===== config.mk =====
export PLATFORM = sky130hd
export DESIGN_NAME = cnn_win_sched
export DESIGN_NICKNAME = d
export VERILOG_FILES = /design/src/rtl/cnn_win_sched.sv
export SDC_FILE = /design/constraint.sdc
export NUM_CORES = 1
export LEC_CHECK = 0
export CAP_MARGIN = 20
export CORE_ASPECT_RATIO = 1.4
export CORE_MARGIN = 2
export CORE_UTILIZATION = 43
export DETAILED_ROUTE_END_ITERATION = 8
export PLACE_DENSITY = 0.66
export SYNTH_ARGS = -nofsm -noshare
export SYNTH_HDL_FRONTEND = slang
export SYNTH_SLANG_ARGS = --single-unit

===== constraint.sdc =====
create_clock -name clk -period 6.8 [get_ports clk]
set_input_delay 1.36 -clock clk [delete_from_list [all_inputs] [get_ports clk]]
set_output_delay 1.36 -clock clk [all_outputs]
set_load 0.01 [all_outputs]

===== src/rtl/cnn_win_sched.sv =====
// 3x3 window read scheduler for the 1-bit image RAM feeding cnn_core.
// Optional idle stall counter enabled by defining CNN_WIN_SCHED_STALL_CNT_EN.
module cnn_win_sched #(
  parameter int unsigned IMG_W  = 28,
  parameter int unsigned IMG_H  = 28,
  parameter int unsigned ADDR_W = 10
) (
  input  logic              clk,
  input  logic              rst_n,
  input  logic              clr,
  input  logic [ADDR_W-1:0] wr_cnt,
  input  logic              core_bsy,
  output logic [ADDR_W-1:0] rd_addr,
  output logic              rd_en,
  output logic              tap_vld,
  output logic              tap_first,
  output logic              tap_last,
  output logic [ADDR_W-1:0] win_idx,
  output logic              frame_done
`ifdef CNN_WIN_SCHED_STALL_CNT_EN
  ,
  output logic [15:0]       stall_cnt
`endif
);

  localparam logic [ADDR_W-1:0] AnchorInit = ADDR_W'(2 * IMG_W + 2);
  localparam logic [ADDR_W-1:0] ColInit    = ADDR_W'(2);
  localparam logic [ADDR_W-1:0] ColLast    = ADDR_W'(IMG_W - 1);
  localparam logic [ADDR_W-1:0] LastWin    = ADDR_W'((IMG_W - 2) * (IMG_H - 2) - 1);

  typedef enum logic [1:0] {StIdle, StFetch, StAdv, StDone} state_e;

  state_e            state_q, state_d;
  logic [ADDR_W-1:0] anchor_q, anchor_d;
  logic [ADDR_W-1:0] col_q, col_d;
  logic [ADDR_W-1:0] win_q, win_d;
  logic [3:0]        tap_q, tap_d;
  logic              tap_vld_q, tap_first_q, tap_last_q, frame_done_q;
  logic              tap_vld_d, tap_first_d, tap_last_d, frame_done_d;
  logic              fetch;
  logic              ready;
  logic              launch;
  logic [ADDR_W-1:0] tap_off;

  assign ready  = anchor_q < wr_cnt;
  assign launch = ready && !core_bsy;
  assign fetch  = (state_q == StFetch);

  // Distance from the bottom-right anchor back to tap k (raster order).
  always_comb begin
    tap_off = '0;
    unique case (tap_q)
      4'd0:    tap_off = ADDR_W'(2 * IMG_W + 2);
      4'd1:    tap_off = ADDR_W'(2 * IMG_W + 1);
      4'd2:    tap_off = ADDR_W'(2 * IMG_W);
      4'd3:    tap_off = ADDR_W'(IMG_W + 2);
      4'd4:    tap_off = ADDR_W'(IMG_W + 1);
      4'd5:    tap_off = ADDR_W'(IMG_W);
      4'd6:    tap_off = ADDR_W'(2);
      4'd7:    tap_off = ADDR_W'(1);
      4'd8:    tap_off = '0;
      default: tap_off = '0;
    endcase
  end

  always_comb begin
    state_d      = state_q;
    anchor_d     = anchor_q;
    col_d        = col_q;
    win_d        = win_q;
    tap_d        = tap_q;
    frame_done_d = 1'b0;
    unique case (state_q)
      StIdle: begin
        if (launch) begin
          state_d = StFetch;
          tap_d   = 4'd0;
        end
      end
      StFetch: begin
        if (tap_q == 4'd8) begin
          state_d = StAdv;
        end else begin
          tap_d = tap_q + 4'd1;
        end
      end
      StAdv: begin
        // Skipping two columns at row end lands the anchor on column 2 of the next row.
        if (col_q == ColLast) begin
          anchor_d = anchor_q + ADDR_W'(3);
          col_d    = ColInit;
        end else begin
          anchor_d = anchor_q + ADDR_W'(1);
          col_d    = col_q + ADDR_W'(1);
        end
        if (win_q == LastWin) begin
          state_d      = StDone;
          frame_done_d = 1'b1;
        end else begin
          win_d   = win_q + ADDR_W'(1);
          state_d = StIdle;
        end
      end
      StDone: begin
        state_d = StDone;
      end
      default: state_d = StIdle;
    endcase

    if (clr) begin
      state_d      = StIdle;
      anchor_d     = AnchorInit;
      col_d        = ColInit;
      win_d        = '0;
      tap_d        = 4'd0;
      frame_done_d = 1'b0;
    end
  end

  // clr also kills the registered tap strobe so an aborted tap never surfaces.
  assign tap_vld_d   = fetch && !clr;
  assign tap_first_d = fetch && !clr && (tap_q == 4'd0);
  assign tap_last_d  = fetch && !clr && (tap_q == 4'd8);

  always_ff @(posedge clk or negedge rst_n) begin
    if (!rst_n) begin
      state_q      <= StIdle;
      anchor_q     <= AnchorInit;
      col_q        <= ColInit;
      win_q        <= '0;
      tap_q        <= 4'd0;
      tap_vld_q    <= 1'b0;
      tap_first_q  <= 1'b0;
      tap_last_q   <= 1'b0;
      frame_done_q <= 1'b0;
    end else begin
      state_q      <= state_d;
      anchor_q     <= anchor_d;
      col_q        <= col_d;
      win_q        <= win_d;
      tap_q        <= tap_d;
      tap_vld_q    <= tap_vld_d;
      tap_first_q  <= tap_first_d;
      tap_last_q   <= tap_last_d;
      frame_done_q <= frame_done_d;
    end
  end

  assign rd_en      = fetch;
  assign rd_addr    = fetch ? (anchor_q - tap_off) : '0;
  assign tap_vld    = tap_vld_q;
  assign tap_first  = tap_first_q;
  assign tap_last   = tap_last_q;
  assign win_idx    = win_q;
  assign frame_done = frame_done_q;

`ifdef CNN_WIN_SCHED_STALL_CNT_EN
  logic [15:0] stall_q, stall_d;

  always_comb begin
    stall_d = stall_q;
    if (clr) begin
      stall_d = '0;
    end else if ((state_q == StIdle) && !launch && (stall_q != 16'hFFFF)) begin
      stall_d = stall_q + 16'd1;
    end
  end

  always_ff @(posedge clk or negedge rst_n) begin
    if (!rst_n) begin
      stall_q <= '0;
    end else begin
      stall_q <= stall_d;
    end
  end

  assign stall_cnt = stall_q;
`endif

endmodule

; ---- After elaboration in Yosys (flattened, before gate mapping)
; Memory sizes are Yosys's and may differ from the RTL's.
; Cells that the tools add are included.
[totals]
n_memories = 1
reg_bits = 40
input_bits = 14
romBits = 96
word_cells = 62
out_inout_bits = 25
[classes]
order_cmp = 1
n_mux = 22
addsub = 6
reduce_logical = 13
n_eq_ne = 10
[memory_table]
columns = name, depth, width, read_ports, rd_ports_with_merged_regs, write_ports, line
row1 = (name not given), 16, 6, 1, 0, 0, 52  ; unique case (tap_q)
[ops]
columns = cell, n
row1 = $mux W10, 10
row2 = $add A10 B1 Y10 const B, 3
row3 = $mux W4, 3
row4 = $add A10 B2 Y10 const B, 1
row5 = $eq A10 B10 Y1 const B, 1
row6 = $eq A10 B5 Y1 const B, 1
row7 = $lt A10 B10 Y1, 1
row8 = $sub A10 B10 Y10, 1
row9 = $mux W2, 4
row10 = $pmux W2 S4, 1
row11 = $pmux W4 S2, 1
row12 = $ne A3 B3 Y1 const B, 2
row13 = $add A4 B1 Y4 const B, 1
row14 = $eq A2 B2 Y1 const B, 2
row15 = $eq A4 B4 Y1 const B, 1
row16 = $logic_and A1 B1 Y1, 4
row17 = $logic_not A4 Y1, 1
row18 = $reduce_and A2 Y1, 2
row19 = $mux W1, 3
row20 = $ne A3 B2 Y1 const B, 1
row21 = $reduce_and A3 Y1, 1
row22 = $reduce_bool A3 Y1, 1
row23 = $eq A2 B1 Y1 const B, 1
row24 = $logic_not A1 Y1, 2
row25 = 3 further kinds, 3

; ---- Depth between registers and ports, before layout
[logic_depth]
word_depth = 5
depth_mapped = 12
depth_no_buf = 12

; ---- Worst setup path after synthesis
; OpenSTA, ideal clock, no wires.
[synth_path]
kind = reg-to-output
startpoint = register tap_q[0]
endpoint = output rd_addr[9]
n_path_buf = 0
path_stages_with_launch = 11
slack_ns = 2.971
required_ns = 5.440
arrival_ns = 2.469
path_cell_list = dfrtp_1 inv_1 ha_1 o21ai_0 nand2b_1 ha_1 nor2b_1 o31a_1 o211a_1 or4_1 nand2_1
[synth_via]
elab_chain_len = 3
[synth_rtl]
columns = element, line
row1 = "start, declared", 37  ; logic [3:0] tap_q, tap_d;
row2 = "start signal, assigned", 141  ; tap_q <= tap_d;
row3 = $mem_v2 Z16 W6, -
row4 = $sub A10 B10 Y10, 150  ; assign rd_addr = fetch ? (anchor_q - tap_off) : '0;
row5 = $mux W10, 150
row6 = "end, declared", 13  ; output logic [ADDR_W-1:0] rd_addr,
; No other way between the ends.

; ---- Worst setup path in the final report
; Same ends and word-level chain as after synthesis.

==> metrics <==
RSZ-0062 raised after global routing=no; fmax=209 MHz; Netlist cell types=54; DR vias/cell=5.58; initial antenna violation count=0; # clock sinks=40; Yosys reg bits=40; # setup viols final=0; Total Wirelength=5990 um; Final Hold Fails=0; Hold Buf Count CTS=0; Post CTS Setup Buffer Count=0; Num CTS Buffers=5; All-Layer GR Usage=18.3%; # port buffers=38; post-route cell area=0.00325 mm2; MaxCap Viol Count=0; crit path kind=flip-flop to primary output; DIE WIDTH=71.3 um; cell taking the most area after synthesis=dfrtp_1; post-synthesis sequential area ratio=36.9%; Mapped Nets=351; GP Congestion=0.798; Core Region=0.00617 mm2; sw frac=24.6%; kind of end point of the critical path=primary output; HP Class=flip-flop to flip-flop; pin count of the biggest net entering global routing=41; Mapped Cells=312; share of layout cells above drive strength 1=5.80%; Async S/R FF share, synth=100%; WP data required=5.44 ns; # DRC=0; DR pass1 iterations=4; # rows=34; hold slack=0.535 ns; I/O Pins=39; Detail Route Antenna Nets=0; Via Count=2325; Avg Cell Area, Syn=8.75 um2; Initial Util=44.2%; Clock Tree Root=clkbuf_8; Synth top area share=32.1%; CP startpoint kind=flip-flop; clock power share=39.1%; max-slew violations=0; clk_skew=0.0123 ns; Layout area overhead=19.3%; number of H-tree levels=2; number of synthesis warnings=0; multi-input logic area=0.00158 mm2; pwr dens=154 mW/mm2; cell-internal power=0.377 mW; post_cts resized=0; later-pin clock latency in the skew report=0.31 ns; wire per inst=14.4 um; clock slew at reported path FFs=0.09 ns; Ant. Diodes=0; HPWL Detailed=4320 um; first-pass GRT wire length=10400 um; Clock Tree Buf Depth=2; Cell Area, Synth=0.00273 mm2; status=completed; ys flop type=dfrtp_1; largest cells by area after synthesis=dfrtp_1 (32%), ha_1 (11%), nor2_1 (5.1%); slew margin rel.=41.2%; fin nets=383; Tmin final=4.78 ns; Slew @ Worst Pin=0.882 ns; Fill cells=605; combinational cell fraction of total power=12.5%; VDD IR max=0.000134 V; LEAKAGE=1.37 nW; sw power=0.123 mW; Worst Path Max Fanout=5; die height=98.3 um; TNS Setup=0 ns; period utilization=70.3%; number of global-route vias before repair=2266; count of flip-flops with a built-in enable after synthesis=0; area of the die=0.00701 mm2; Storage cell area=0.00101 mm2; CTS tree=done; DP Area=0.00315 mm2; CP arrival=3.42 ns; initial detailed-routing violation count=82; Reg power frac=48.4%; grt ovf=0
-- registers in the layout, indices dropped and copies added (netlist names) --
name	count
anchor_q	10
col_q	10
win_idx	10
tap_q	4
state_q	2
frame_done	1
tap_first	1
tap_last	1
tap_vld	1
-- through the flow --
stage	setup WS, ns	utilization [%]	std cells	total power [mW]
finish	2.02	52.8	417	0.501
global route	1.81	52.8	417	0.523
CTS	2.00	52.8	417	0.505
detailed placement	2.35	51.0	409	0.310
global placement	2.39	51.0	409	0.309
floorplan	2.97	-	312	0.281
-- synthesized netlist by cell type, types with 2 or more instances --
library cell / instances
nand2b_1: 7
a31oi_1: 3
o211ai_1: 3
nand3_1: 14
inv_2: 2
dfrtp_1: 35
inv_1: 22
clkbuf_1: 11
nand4_1: 10
dfstp_2: 5
fa_1: 2
or3_1: 6
o21ai_1: 3
nor2b_1: 4
and2_1: 3
nand2_1: 23
and3_1: 3
nor2_1: 37
xnor2_1: 9
o21a_1: 3
nor3b_1: 3
a21o_1: 3
o41ai_1: 2
nor3_1: 13
xor2_1: 11
ha_1: 23
o31a_1: 2
a211oi_1: 3
nor4_1: 2
a21oi_1: 11
o21ai_0: 8
o31ai_1: 2
a311oi_1: 3
-- layout by cell type (no fill, tap or decap), drive strengths merged, types with 2 or more instances in the layout --
| cell | netlist | final |
|---|---|---|
| nor2 | 37 | 37 |
| clkdlybuf4s50 | 0 | 37 |
| dfrtp | 35 | 35 |
| inv | 24 | 24 |
| nand2 | 23 | 23 |
| ha | 23 | 23 |
| nand3 | 14 | 14 |
| nor3 | 13 | 13 |
| o21ai | 12 | 12 |
| a21oi | 11 | 11 |
| xor2 | 11 | 11 |
| nand4 | 10 | 10 |
| xnor2 | 9 | 9 |
| nand2b | 7 | 7 |
| or3 | 6 | 6 |
| clkbuf | 12 | 6 |
| dfstp | 5 | 5 |
| nor2b | 4 | 4 |
| a211oi | 3 | 3 |
| a31oi | 3 | 3 |
| o21a | 3 | 3 |
| o211ai | 3 | 3 |
| and3 | 3 | 3 |
| and2 | 3 | 3 |
| nor3b | 3 | 3 |
| a21o | 3 | 3 |
| a311oi | 3 | 3 |
| nor4 | 3 | 3 |
| a2111oi | 3 | 3 |
| o31a | 2 | 2 |
| o31ai | 2 | 2 |
| o41ai | 2 | 2 |
| fa | 2 | 2 |
| or4 | 2 | 2 |
| buf | 2 | 2 |
-- cell families after synthesis --
kind of cell	synth area share (%)
and+or+nand+nor	24.5
AOI/OAI and AO/OA	14.5
DFF	36.9
buffers and inverters	5.32
adders and majority gates	12.0
xor gates and xnor gates	6.42
muxes	0.367
-- cell type report --
class	instances	share of cell area (%)
Clock buffer	6	2.23
Clock inverter	2	1.08
Inverter	24	2.77
Multi-Input combinational cell	234	48.4
Sequential cell	40	30.9
Tap cell	72	2.77
Timing Repair Buffer	39	11.8
-- routing by layer --
layer,part of all wire (%),GRT usage [%],vias to the layer above
met3,3.8,2.17,9
met1,44,22.6,1106
met5,0,0,-
met4,1.9,7.69,0
li1,-,-,1162
met2,50,31.7,48
-- power groups by stage --
| stage | sequential, mW | combinational (mW) | clock (mW) |
|---|---|---|---|
| CTS | 0.242 | 0.0635 | 0.199 |
| global placement | 0.247 | 0.0623 | 0 |
| global route | 0.243 | 0.0703 | 0.210 |
| floorplan | 0.246 | 0.0346 | 0 |
| finish | 0.242 | 0.0624 | 0.196 |
| detailed placement | 0.247 | 0.0628 | 0 |
-- path summary, 6_finish.rpt --
check | start | endpoint | slack [ns] | depth (start not counted)
max | tap_q[0] | rd_addr[9] | 2.02 | 11
min | col_q[4] | col_q[4] | 0.53 | 1
max reg2reg | col_q[2] | anchor_q[8] | 3.82 | 9
min reg2reg | col_q[4] | col_q[4] | 0.53 | 1
max in group asynchronous | rst_n | col_q[9] | 5.06 | 1
min in group asynchronous | rst_n | state_q[0] | 1.17 | 1
-- critical path, stage by stage, from the launching register on --
cell and delay, ns:
dfrtp_1 0.43, inv_1 0.12, ha_1 0.34, o21ai_0 0.15, nand2b_1 0.09, ha_1 0.26
nor2b_1 0.14, o31a_1 0.27, o211a_1 0.25, or4_1 0.47, nand2_1 0.08, clkdlybuf4s50_1 0.52
No activity file was read; power rests on OpenSTA's default activity.
